**src/rtl/sig_arb_link.sv**
```systemverilog
// Multi-channel FIFO link with a round-robin arbiter feeding one registered output stage.
// Optional handshake counter on xfer_cnt is built only when SIG_ARB_LINK_STATS_EN is defined.
module sig_arb_link #(
  parameter int WIDTH  = 3,
  parameter int NUM_CH = 2,
  parameter int DEPTH  = 4
) (
  input  logic                      clk,
  input  logic                      rst_n,
  input  logic [NUM_CH-1:0]         in_valid,
  output logic [NUM_CH-1:0]         in_ready,
  input  logic [NUM_CH*WIDTH-1:0]   in_data,
  output logic                      out_valid,
  input  logic                      out_ready,
  output logic [WIDTH-1:0]          out_data,
  output logic [((NUM_CH > 1) ? $clog2(NUM_CH) : 1)-1:0] out_ch,
  output logic [WIDTH-1:0]          last_sig,
  output logic [NUM_CH-1:0]         fifo_full
`ifdef SIG_ARB_LINK_STATS_EN
  ,output logic [15:0]              xfer_cnt
`endif
);

  localparam int CW = (NUM_CH > 1) ? $clog2(NUM_CH) : 1;
  localparam int AW = $clog2(DEPTH);
  localparam logic [AW:0] FULL_CNT = (AW+1)'(DEPTH);

  logic [WIDTH-1:0]          mem_q [NUM_CH][DEPTH];
  logic [NUM_CH-1:0][AW-1:0] wr_ptr_q, wr_ptr_d;
  logic [NUM_CH-1:0][AW-1:0] rd_ptr_q, rd_ptr_d;
  logic [NUM_CH-1:0][AW:0]   cnt_q, cnt_d;
  logic [NUM_CH-1:0]         full_s, nonempty_s, push_s, pop_s;
  logic [CW-1:0]             rr_ptr_q, rr_ptr_d, grant_s;
  logic                      found_s, load_s;
  logic                      out_valid_q, out_valid_d;
  logic [WIDTH-1:0]          out_data_q, out_data_d;
  logic [CW-1:0]             out_ch_q, out_ch_d;
  logic [WIDTH-1:0]          last_sig_q, last_sig_d;

  // First requester at or after ptr, wrapping modulo NUM_CH; MSB flags a hit.
  function automatic logic [CW:0] rr_pick(input logic [NUM_CH-1:0] req, input logic [CW-1:0] ptr);
    logic          hit;
    logic [CW-1:0] sel;
    int            idx;
    hit = 1'b0;
    sel = '0;
    for (int k = 0; k < NUM_CH; k++) begin
      idx = (int'(ptr) + k) % NUM_CH;
      if (!hit && req[CW'(idx)]) begin
        hit = 1'b1;
        sel = CW'(idx);
      end
    end
    return {hit, sel};
  endfunction

  // FIFO status, arbitration and per-channel push/pop decisions.
  always_comb begin
    for (int c = 0; c < NUM_CH; c++) begin
      full_s[c]     = (cnt_q[c] == FULL_CNT);
      nonempty_s[c] = (cnt_q[c] != '0);
    end
    {found_s, grant_s} = rr_pick(nonempty_s, rr_ptr_q);
    load_s = found_s && (!out_valid_q || out_ready);
    push_s = in_valid & ~full_s;
    for (int c = 0; c < NUM_CH; c++) begin
      pop_s[c] = load_s && (grant_s == CW'(c));
    end
  end

  // Pointer and occupancy next state; a push and pop together keep the count.
  always_comb begin
    wr_ptr_d = wr_ptr_q;
    rd_ptr_d = rd_ptr_q;
    cnt_d    = cnt_q;
    for (int c = 0; c < NUM_CH; c++) begin
      if (push_s[c]) begin
        wr_ptr_d[c] = wr_ptr_q[c] + 1'b1;
      end else begin
        wr_ptr_d[c] = wr_ptr_q[c];
      end
      if (pop_s[c]) begin
        rd_ptr_d[c] = rd_ptr_q[c] + 1'b1;
      end else begin
        rd_ptr_d[c] = rd_ptr_q[c];
      end
      case ({push_s[c], pop_s[c]})
        2'b10:   cnt_d[c] = cnt_q[c] + 1'b1;
        2'b01:   cnt_d[c] = cnt_q[c] - 1'b1;
        default: cnt_d[c] = cnt_q[c];
      endcase
    end
  end

  // Output stage, round-robin pointer and last-handshake capture.
  always_comb begin
    out_valid_d = out_valid_q;
    out_data_d  = out_data_q;
    out_ch_d    = out_ch_q;
    rr_ptr_d    = rr_ptr_q;
    if (load_s) begin
      out_valid_d = 1'b1;
      out_data_d  = mem_q[grant_s][rd_ptr_q[grant_s]];
      out_ch_d    = grant_s;
      rr_ptr_d    = (grant_s == CW'(NUM_CH-1)) ? '0 : grant_s + 1'b1;
    end else if (out_ready) begin
      out_valid_d = 1'b0;
    end else begin
      out_valid_d = out_valid_q;
    end
    if (out_valid_q && out_ready) begin
      last_sig_d = out_data_q;
    end else begin
      last_sig_d = last_sig_q;
    end
  end

  // FIFO storage needs no reset: occupancy alone decides what is valid.
  always_ff @(posedge clk) begin
    for (int c = 0; c < NUM_CH; c++) begin
      if (push_s[c]) begin
        mem_q[c][wr_ptr_q[c]] <= in_data[c*WIDTH +: WIDTH];
      end
    end
  end

  // Control and output state registers.
  always_ff @(posedge clk or negedge rst_n) begin
    if (!rst_n) begin
      wr_ptr_q    <= '0;
      rd_ptr_q    <= '0;
      cnt_q       <= '0;
      rr_ptr_q    <= '0;
      out_valid_q <= 1'b0;
      out_data_q  <= '0;
      out_ch_q    <= '0;
      last_sig_q  <= '0;
    end else begin
      wr_ptr_q    <= wr_ptr_d;
      rd_ptr_q    <= rd_ptr_d;
      cnt_q       <= cnt_d;
      rr_ptr_q    <= rr_ptr_d;
      out_valid_q <= out_valid_d;
      out_data_q  <= out_data_d;
      out_ch_q    <= out_ch_d;
      last_sig_q  <= last_sig_d;
    end
  end

  assign in_ready  = ~full_s;
  assign fifo_full = full_s;
  assign out_valid = out_valid_q;
  assign out_data  = out_data_q;
  assign out_ch    = out_ch_q;
  assign last_sig  = last_sig_q;

`ifdef SIG_ARB_LINK_STATS_EN
  logic [15:0] xfer_cnt_q, xfer_cnt_d;

  // Saturating handshake counter.
  always_comb begin
    if (out_valid_q && out_ready && (xfer_cnt_q != 16'hFFFF)) begin
      xfer_cnt_d = xfer_cnt_q + 16'd1;
    end else begin
      xfer_cnt_d = xfer_cnt_q;
    end
  end

  // Counter register.
  always_ff @(posedge clk or negedge rst_n) begin
    if (!rst_n) begin
      xfer_cnt_q <= 16'd0;
    end else begin
      xfer_cnt_q <= xfer_cnt_d;
    end
  end

  assign xfer_cnt = xfer_cnt_q;
`endif

endmodule

```
**config.mk**
```make
export PLATFORM = sky130hd
export DESIGN_NAME = sig_arb_link
export DESIGN_NICKNAME = d
export VERILOG_FILES = /design/src/rtl/sig_arb_link.sv
export SDC_FILE = /design/constraint.sdc
export NUM_CORES = 1
export LEC_CHECK = 0
export CORE_UTILIZATION = 59
export CTS_CLUSTER_DIAMETER = 40
export DETAILED_ROUTE_END_ITERATION = 7
export GPL_TIMING_DRIVEN = 0
export HOLD_SLACK_MARGIN = 0.02
export PLACE_DENSITY = 0.83
export SLEW_MARGIN = 0
export SYNTH_ARGS = -nofsm -noshare
export SYNTH_HDL_FRONTEND = slang
export SYNTH_SLANG_ARGS = --single-unit
```
**constraint.sdc**
```tcl
create_clock -name clk -period 2.8 [get_ports clk]
set_clock_uncertainty 0.05 [all_clocks]
set_input_delay 0.42 -clock clk [delete_from_list [all_inputs] [get_ports clk]]
set_output_delay 0.42 -clock clk [all_outputs]
set_load 0.01 [all_outputs]
```
==> impl_metrics.json <==
{
  "grt_usage": 0.209,
  "grt_pass1_wl_um": 5380,
  "crit_required_ns": 3.02,
  "portBuffers": 22,
  "grt_pass1_vias": 1133,
  "rsz0062_at_grt": "no",
  "yosysTopAreaCell": "edfxtp_1",
  "hold_slack_ns": 0.439,
  "slowest_delay_ns": 0.50,
  "finalNetCount": 189,
  "fillCellCount": 230,
  "cts_tree": "done",
  "vias": 1164,
  "min_from": "cnt_q[5]$_DFFE_PN0P_",
  "hpwl_um": 2560,
  "crit_chain": "clkdlybuf4s50_1, and2b_1, nor3_2, ha_1, inv_1, fa_1, xor2_1, nor2_1, xor2_1",
  "syn_inst": 137,
  "overflow": 0,
  "viasPerCell": 5.46,
  "post_drt_wl_per_cell_um": 15.9,
  "ys_seq_elements": 47,
  "setup-tns-final_ns": 0,
  "grt_max_degree": 24,
  "fin_crit_sh": 0.827,
  "dieArea_sq_mm": 0.00385,
  "ctsHtreeMaxLevel": 2,
  "cts.reportedPaths.clkPinSlew_ns": 0.12,
  "yosysTopAreaCellShare": 0.339,
  "antenna_found_initial": 0,
  "cp-start-kind": "input pin",
  "ant_nets": 0,
  "die_h_um": 62.0,
  "critPathMostFrequentCell": "xor2_1",
  "cts_resized": 0,
  "syn_avg_cell_area_sq_um": 15.5,
  "cts_setup_buffers": 0,
  "tightest_slew_ns": 1.04,
  "fmax_mhz": 432,
  "drc_errors": 0,
  "rows": 21,
  "ys_seq_area_frac": 0.610,
  "p_per_area_mw_per_mm2": 1090,
  "timing.rr.start": "out_valid$_DFFE_PN0P_",
  "drtIter0Drc": 83,
  "final_hold_viol_count": 0,
  "yosys_warnings": 0,
  "irDropWorstVdd_uv": 570,
  "post-route-util": 0.740,
  "wirelength_um": 3400,
  "syn_to_final_growth_pct": 18.0,
  "critical_path_buf_inv_count": 2,
  "drive_gt1_frac": 0.192,
  "antenna_cells": 0,
  "setup_ws_ns": 0.485,
  "cp_data_arrival_time_ns": 2.54,
  "setup_violations": 0,
  "place.gp.congestion": 0.743,
  "cp_slowest_cell": "clkdlybuf4s50_1",
  "hp-class": "reg2reg",
  "max_slew_margin": 0.307,
  "cts_inserted_buffers": 5,
  "drt-pass1-iter-count": 4,
  "clk_latency_ns": 0.35,
  "finalMaxSlewViolations": 0,
  "clock_sinks": 47,
  "critPathLaunch": "out_ready",
  "core-area_sq_mm": 0.00339,
  "critPathKind": "in2reg",
  "pre_cts_ws_ns": 0.106,
  "outcome": "finished clean",
  "path_delay_family": "simple AND/OR/NAND/NOR gates",
  "min_period_ns": 2.32,
  "start_util": 0.627,
  "netlist_area_sq_mm": 0.00213,
  "cts_hold_buffers": 0,
  "max_cap_violations": 0,
  "p_leak_nw": 1.01,
  "root_buffer": "clkbuf_4",
  "io_pins": 23,
  "synth_nets": 160,
  "cp-end-kind": "register",
  "clockBufferDepth": 2,
  "die_w_um": 62.0,
  "path_max_fanout": 4,
  "synthTopCellsByArea": "edfxtp_1, dfrtp_1, mux4_2, ha_1, xor2_1",
  "ys_types": 31
}
==> where the power goes <==
part	internal, W	switching [W]	leakage, nW
sequential	0.000979	0.000212	0.483
combinational	0.000566	0.000493	0.479
clock	0.000278	0.000206	0.0514
total	0.00182	0.000910	1.01
==> cells by family after synthesis <==
family / count (synthesis) / share of synthesized area
buffers and inverters: 15 / 0.0271
AND/OR/NAND/NOR: 26 / 0.0895
flip-flops: 47 / 0.610
multiplexers: 16 / 0.116
adder cells (fa/ha/maj): 12 / 0.0777
XOR/XNOR: 13 / 0.0536
AO/OA/AOI/OAI: 8 / 0.0265
==> path summary, 6_finish.rpt <==
| check | endpoint | slack [ns] | cells past startpoint |
|---|---|---|---|
| max | cnt_q[5]$_DFFE_PN0P_ | 0.48 | 9 |
| min | cnt_q[5]$_DFFE_PN0P_ | 0.44 | 1 |
| max reg2reg | cnt_q[5]$_DFFE_PN0P_ | 0.64 | 8 |
| min reg2reg | cnt_q[5]$_DFFE_PN0P_ | 0.44 | 1 |
| max in group asynchronous | out_data[0]$_DFFE_PN0N_ | 1.50 | 1 |
| min in group asynchronous | last_sig[1]$_DFFE_PN0P_ | 0.57 | 1 |
==> layer usage <==
layer	part of all wire	vias up	routed length, um	GRT usage
li1	-	538	-	-
met1	0.42	590	1440	0.265
met5	0	-	0	0
met2	0.52	27	1760	0.336
met3	0.035	9	119	0.0580
met4	0.022	0	76	0.0984
==> cell type report <==
type                            count  area [sq um]  area share
Clock buffer                        5          37.5      0.0150
Clock inverter                      3          67.6      0.0269
Timing Repair Buffer               22           220      0.0878
Inverter                           14          52.6      0.0209
Tap cell                           46          57.6      0.0229
Multi-Input combinational cell     75           772       0.308
Buffer                              1          5.00     0.00200
Sequential cell                    47          1300       0.517
==> layout by cell type, fill, tap and decap left out, types with 2 or more instances in the layout <==
| cell type | n |
|---|---|
| mux4_2 | 6 |
| ha_1 | 10 |
| a21oi_1 | 6 |
| xor2_1 | 8 |
| nor2_1 | 2 |
| edfxtp_1 | 24 |
| dfrtp_1 | 23 |
| nor3_2 | 2 |
| nand2_1 | 3 |
| fa_1 | 2 |
| clkdlybuf4s50_1 | 22 |
| clkbuf_4 | 5 |
| bufinv_16 | 2 |
| xnor2_1 | 5 |
| mux2_2 | 5 |
| and2_1 | 8 |
| inv_2 | 2 |
| mux2i_1 | 4 |
| inv_1 | 12 |
==> stage by stage <==
step	power, W	instances	instance area [sq um]
after floorplan	0.00190	137	2130
after global placement	0.00218	205	2400
after detailed placement	0.00227	205	2400
after CTS	0.00277	213	2510
after global routing	0.00293	213	2510
final	0.00273	213	2510
==> registers in the layout, summed over array words and instances, names as in the netlist <==
signal     count
mem_q         24
cnt_q          6
last_sig       3
rr_ptr_q       1
rd_ptr_q       4
out_data       3
out_ch         1
wr_ptr_q       4
out_valid      1
==> cells in the mapped netlist <==
cell      instances
nand3_2           1
inv_2             2
nor2b_2           1
xnor2_1           5
fa_1              2
nand4_1           1
nand2_1           3
dfrtp_1          23
nor2_1            2
nor2b_4           1
nand3_1           1
o21ai_0           1
and2_1            8
xor2_1            8
mux2i_1           4
nand2b_1          1
inv_1            12
o31ai_4           1
or3_1             1
mux2_2            5
a21oi_1           6
buf_2             1
mux4_2            6
mux2_4            1
edfxtp_1         24
nor2_2            1
and2b_1           1
nor3_2            2
nor4b_2           1
ha_1             10
nor3_4            1
Power figures use the tool's default switching activity.
